[config.mk]
export PLATFORM = sky130hd
export DESIGN_NAME = permutation_sequencer
export DESIGN_NICKNAME = d
export VERILOG_FILES = /design/src/rtl/permutation_sequencer.sv
export SDC_FILE = /design/constraint.sdc
export NUM_CORES = 1
export LEC_CHECK = 0
export BUFFER_PORTS_ARGS = -buffer_cell sky130_fd_sc_hd__buf_2
export CAP_MARGIN = 40
export CORE_AREA = 4 4 503 505
export CTS_CLUSTER_DIAMETER = 30
export DETAILED_ROUTE_END_ITERATION = 16
export DIE_AREA = 0 0 507 509
export PLACE_DENSITY = 0.3
export SLEW_MARGIN = 20
export SYNTH_ARGS = -nofsm -noshare
export SYNTH_HDL_FRONTEND = slang
export SYNTH_SLANG_ARGS = --single-unit
[constraint.sdc]
create_clock -name clock_i -period 1.7 [get_ports clock_i]
set_input_delay 0.17 -clock clock_i [delete_from_list [all_inputs] [get_ports clock_i]]
set_output_delay 0.17 -clock clock_i [all_outputs]
set_load 0.05 [all_outputs]
[src/rtl/permutation_sequencer.sv]
// permutation_sequencer: valid/ready wrapper that steps the ASCON round core through N rounds.
package ascon_pack;
  typedef logic [4:0][63:0] type_state;
endpackage

module permutation_sequencer
  import ascon_pack::*;
(
  input  logic       clock_i,
  input  logic       resetb_i,
  input  logic       start_i,
  output logic       ready_o,
  input  type_state  state_i,
  input  logic [3:0] nb_rounds_i,
  output logic       perm_select_o,
  output logic [3:0] perm_round_o,
  output type_state  perm_state_o,
  input  type_state  perm_state_i,
  output logic       valid_o,
  input  logic       ready_i,
  output type_state  state_o,
  output logic       busy_o
);
  localparam logic [1:0] IDLE = 2'd0, RUN = 2'd1, CAPTURE = 2'd2, OUT = 2'd3;
  logic [1:0] st;
  logic [3:0] cnt, n, nc;
  type_state  in_reg, out_reg;
  assign nc = (nb_rounds_i == 4'd0 || nb_rounds_i > 4'd12) ? 4'd12 : nb_rounds_i;
  always_ff @(posedge clock_i or negedge resetb_i)
    if (!resetb_i) begin
      st      <= IDLE;
      cnt     <= '0;
      n       <= '0;
      in_reg  <= '0;
      out_reg <= '0;
    end else
      case (st)
        IDLE: if (start_i) begin
          in_reg <= state_i;
          n      <= nc;
          cnt    <= 4'd12 - nc;
          st     <= RUN;
        end
        RUN: begin
          cnt <= cnt + 4'd1;
          if (cnt == 4'd11) st <= CAPTURE;
        end
        CAPTURE: begin
          out_reg <= perm_state_i;
          st      <= OUT;
        end
        OUT: if (ready_i) st <= IDLE;
      endcase
  // the first RUN cycle loads in_reg into the core; later cycles feed back its output
  assign perm_select_o = (st == RUN) && (cnt != 4'd12 - n);
  assign perm_round_o  = (st == RUN) ? cnt : 4'd0;
  assign perm_state_o  = in_reg;
  assign state_o       = out_reg;
  assign ready_o       = st == IDLE;
  assign busy_o        = st != IDLE;
  assign valid_o       = st == OUT;
endmodule
==> metrics.md <==
| Metric | Value |
|---|---|
| Run status | finished with violations |
| Violated checks | setup timing |
| Clock Path Buffers | 3 |
| Reg power frac | 0.198 |
| Number of sinks driven by the clock tree | 650 |
| Register bit count reported by yosys | 650 |
| First-pass GRT wire length | 213600 um |
| Final Util | 0.2296 |
| Reported net switching power | 64770 uW |
| Capturing element type of the critical path | primary output |
| Logic gate share of total power | 0.530 |
| Non-Filler Instances | about 7300 |
| Synthesized instance count | 1436 |
| Layout fillers | 26630 |
| Total internal power | between 80000 and 90000 uW |
| Horiz. Die Dim | 507 um |
| Pleak | 0.02724 uW |
| Sequential element share of the synthesized area | 0.6634 |
| Maximum number of pins on one net before global-route repair | between 60 and 70 |
| Multi-input logic area | 10050 um2 |
| Largest area contributor in the synthesized netlist | sky130_fd_sc_hd__dfrtp_1 |
| Most common cell after layout, fill and taps aside | sky130_fd_sc_hd__buf_2 |
| Number of DRC markers after the initial detailed-route iteration | 854 |
| Global placer's final weighted congestion | 0.8658 |
| Data arrival time of the critical path | roughly 2300 ps |
| Vertical die dimension | 509 um |
| Post-Syn Nets | 2091 |
| Rows | 183 |
| Detailed-routing iteration count for the pre-antenna-repair pass | 4 |
| Area share of the leading cell type in the synthesized netlist | 0.6634 |
| Warnings from Yosys | 0 |
| Number of flops mapped to enable cells by yosys | 0 |
| Post-placement cell area | 35870 um2 |
| Core outline area | 248200 um2 |
| Setup violations, final | 651 |
| Overall power | between 100000 and 150000 uW |
| Number of different library cells in the post-synthesis netlist | 31 |
| Most used DFF post-synth | sky130_fd_sc_hd__dfrtp_1 |
| Fmax achieved | 0.4085 GHz |
| Die ar. | 258100 um2 |
| Endpoints failing hold | 0 |
| RSZ-0062 raised after global routing | yes |
| Post-synthesis area per instance | 17.08 um2 |
| Fin worst setup slack | -748.1 ps |
| Clock insertion delay at the later pin of the skew report | 780 ps |
| Total number of vias | around 23000 |
| Most used cells in the layout excluding fill and tap cells | sky130_fd_sc_hd__buf_2 (911), sky130_fd_sc_hd__dlygate4sd3_1 (652), sky130_fd_sc_hd__dfrtp_1 (615), sky130_fd_sc_hd__mux2_4 (602), sky130_fd_sc_hd__clkbuf_16 (242) |
| Initial core utilization | 0.09879 |
| Via count of the first global-routing pass | 25370 |
| CTS tree | done |
| Post-Place Cells | ~6000 |
| Critical path start-end classification | reg2out |
| Highest fanout seen on the critical path | 2 |
| Min-Delay Path Class | in2async |
| Via density per instance | approximately 3.1 |
| Net total in the final layout | approximately 4400 |
| Sequential standard cell area | 16310 um2 |
| Clock-pin slew reported for the worst setup and hold paths after clock tree synthesis | 40 ps |
| TritonCTS Buffers | 220 |
| Critical-path top delay cell | sky130_fd_sc_hd__o41a_1 |
| Mapped cell area | 24520 um2 |
| Ports placed on the boundary | approximately 1300 |
| Clock period minus worst slack | 2448 ps |
| Relative slew slack | 0.7142 |
| Synthesis-to-finish area growth | 132.4% |
| Remaining antenna violation count after routing | 0 |
| Sum of negative setup slack | -126540 ps |
| Crit-path cells | inv_2 > ha_4 > xor2_1 > o41a_1 > buf_12 |
| Ratio of total power to cell area | 2605 nW/um2 |
| Number of max-cap violations | 0 |
| WP data required | approximately 1500 ps |
| Clock network power share | 0.272 |
| Layout cell share with drive strength beyond 1 | 0.6594 |
| Largest stage delay on the critical path | ~490 ps |
| Post-Route WL | about 160000 um |
| Global routing usage summed across all routing layers | 0.1179 |
| Transition time of the tightest slew-check pin | 427.2 ps |
| VDD IR-drop max | approximately 1.4 mV |
| Port buffer count | approximately 1300 |
| Root buffer selected by CTS | sky130_fd_sc_hd__clkbuf_16 |
| Number of H-tree levels | 4 |
| Switching fraction of total power | 0.4364 |
| Slew Limit Fails | 0 |
| Critical path launch point type | register |
| Final Cycle Share | 1.440 |
| Leftover overflow at the end of global routing | 0 |
| Fraction of synthesis flops using an asynchronous set or reset pin | 1.000 |
| Initial antenna violation count | 49 |
| Number of remaining DRC errors | 0 |
| Cells on worst reg2reg path | 11 |
| Largest cells by area after synthesis | sky130_fd_sc_hd__dfrtp_1 (66%), sky130_fd_sc_hd__mux2_2 (29%), sky130_fd_sc_hd__buf_6 (1.6%), sky130_fd_sc_hd__buf_2 (0.76%), sky130_fd_sc_hd__ha_1 (0.36%) |
| Final std cell area, no fill | roughly 57000 um2 |
| Final setup skew | 60.06 ps |
| DR WL/cell | 22.14 um |
| DP HPWL | 124700 um |
-- timing repair --
action	in CTS	in global routing
endpoints found under the hold margin	1300	0
hold buffers	652	0
gates resized for setup	442	1144
pin swaps	9	8
buffers inserted	65	42
endpoints found under the setup margin	1009	1016
gates cloned	42	23
-- synthesized netlist by cell type, types with 2 or more instances --
| cell | number |
|---|---|
| sky130_fd_sc_hd__a21oi_1 | 4 |
| sky130_fd_sc_hd__and2_1 | 4 |
| sky130_fd_sc_hd__buf_2 | 37 |
| sky130_fd_sc_hd__buf_6 | 34 |
| sky130_fd_sc_hd__clkbuf_1 | 2 |
| sky130_fd_sc_hd__dfrtp_1 | 650 |
| sky130_fd_sc_hd__ha_1 | 7 |
| sky130_fd_sc_hd__inv_1 | 6 |
| sky130_fd_sc_hd__mux2_2 | 641 |
| sky130_fd_sc_hd__nand2_1 | 9 |
| sky130_fd_sc_hd__nand3_1 | 2 |
| sky130_fd_sc_hd__nor2_1 | 7 |
| sky130_fd_sc_hd__nor3_1 | 2 |
| sky130_fd_sc_hd__o21ai_0 | 9 |
| sky130_fd_sc_hd__xnor2_1 | 4 |
| sky130_fd_sc_hd__xor2_1 | 3 |
-- critical path, delay by kind of cell (launching register included) --
family / cells / cell delay [ps]
compound gates: 1 / 490
fa+ha+maj: 1 / 200
flops: 1 / 390
xor+xnor: 1 / 130
buf+inv: 2 / 270
-- layer usage --
metal | track usage | routed length [um] | up-vias
met5 | 0 | 230 | -
li1 | - | - | 9944
met3 | 0.06436 | 20040 | 281
met4 | 0.02956 | 3670 | 36
met2 | 0.1853 | 72380 | 1126
met1 | 0.1394 | 65550 | 11440
-- layout make-up --
type                    count  share of cell area
flip-flops and latches    650              0.2862
clock buffers             326              0.1154
clock inverters            80             0.01849
repair buffers           2190              0.3288
diodes                     25            0.001098
inverters                   6           0.0005270
well taps                3330             0.07312
multi-input cells         706              0.1764
-- kinds of logic (layout without fill, tap and decap cells) --
family,Yosys count,after routing,synth area share
xor gates and xnor gates,7,7,0.002500
other,0,25,0
DFF,650,650,0.6634
adders and majority gates,7,7,0.003572
muxes,642,642,0.2948
AOI/OAI and AO/OA,20,20,0.005103
buffers and inverters,80,2602,0.02470
and+or+nand+nor,30,30,0.005971
-- registers in the layout, indices dropped and copies added, names as in the netlist --
name / cells
perm_state_o: 320
state_o: 320
cnt: 4
st: 2
n: 4
-- final timing paths --
| check | from | endpoint | slack, ps |
|---|---|---|---|
| min in group clock_i | perm_state_i[234] | state_o[234] | 120 |
| max in group asynchronous | resetb_i | state_o[117] | 190 |
| setup reg to reg | st[0] | state_o[93] | -360 |
| hold reg to reg | perm_state_o[252] | perm_state_o[252] | 500 |
| setup / recovery | n[1] | perm_select_o | -750 |
| hold / removal | resetb_i | state_o[164] | 90 |
-- per-stage QoR --
step           setup WS [ps]  hold slack [ps]
6_report              -748.1            91.50
5_1_grt               -877.5            38.88
3_3_place_gp          -234.7            255.0
2_1_floorplan          29.10           -125.6
3_5_place_dp          -242.8            249.8
4_1_cts               -885.7            1.121
-- power by group through the flow --
stage          sequential (uW)  clock [uW]  combinational [uW]
2_1_floorplan            55200           0               13400
3_3_place_gp             28600           0               60500
3_5_place_dp             28600           0               60500
4_1_cts                  28900       41400               71500
5_1_grt                  30500       42300               81700
6_report                 29400       40400               78600
No activity file was read; power rests on OpenSTA's default activity.
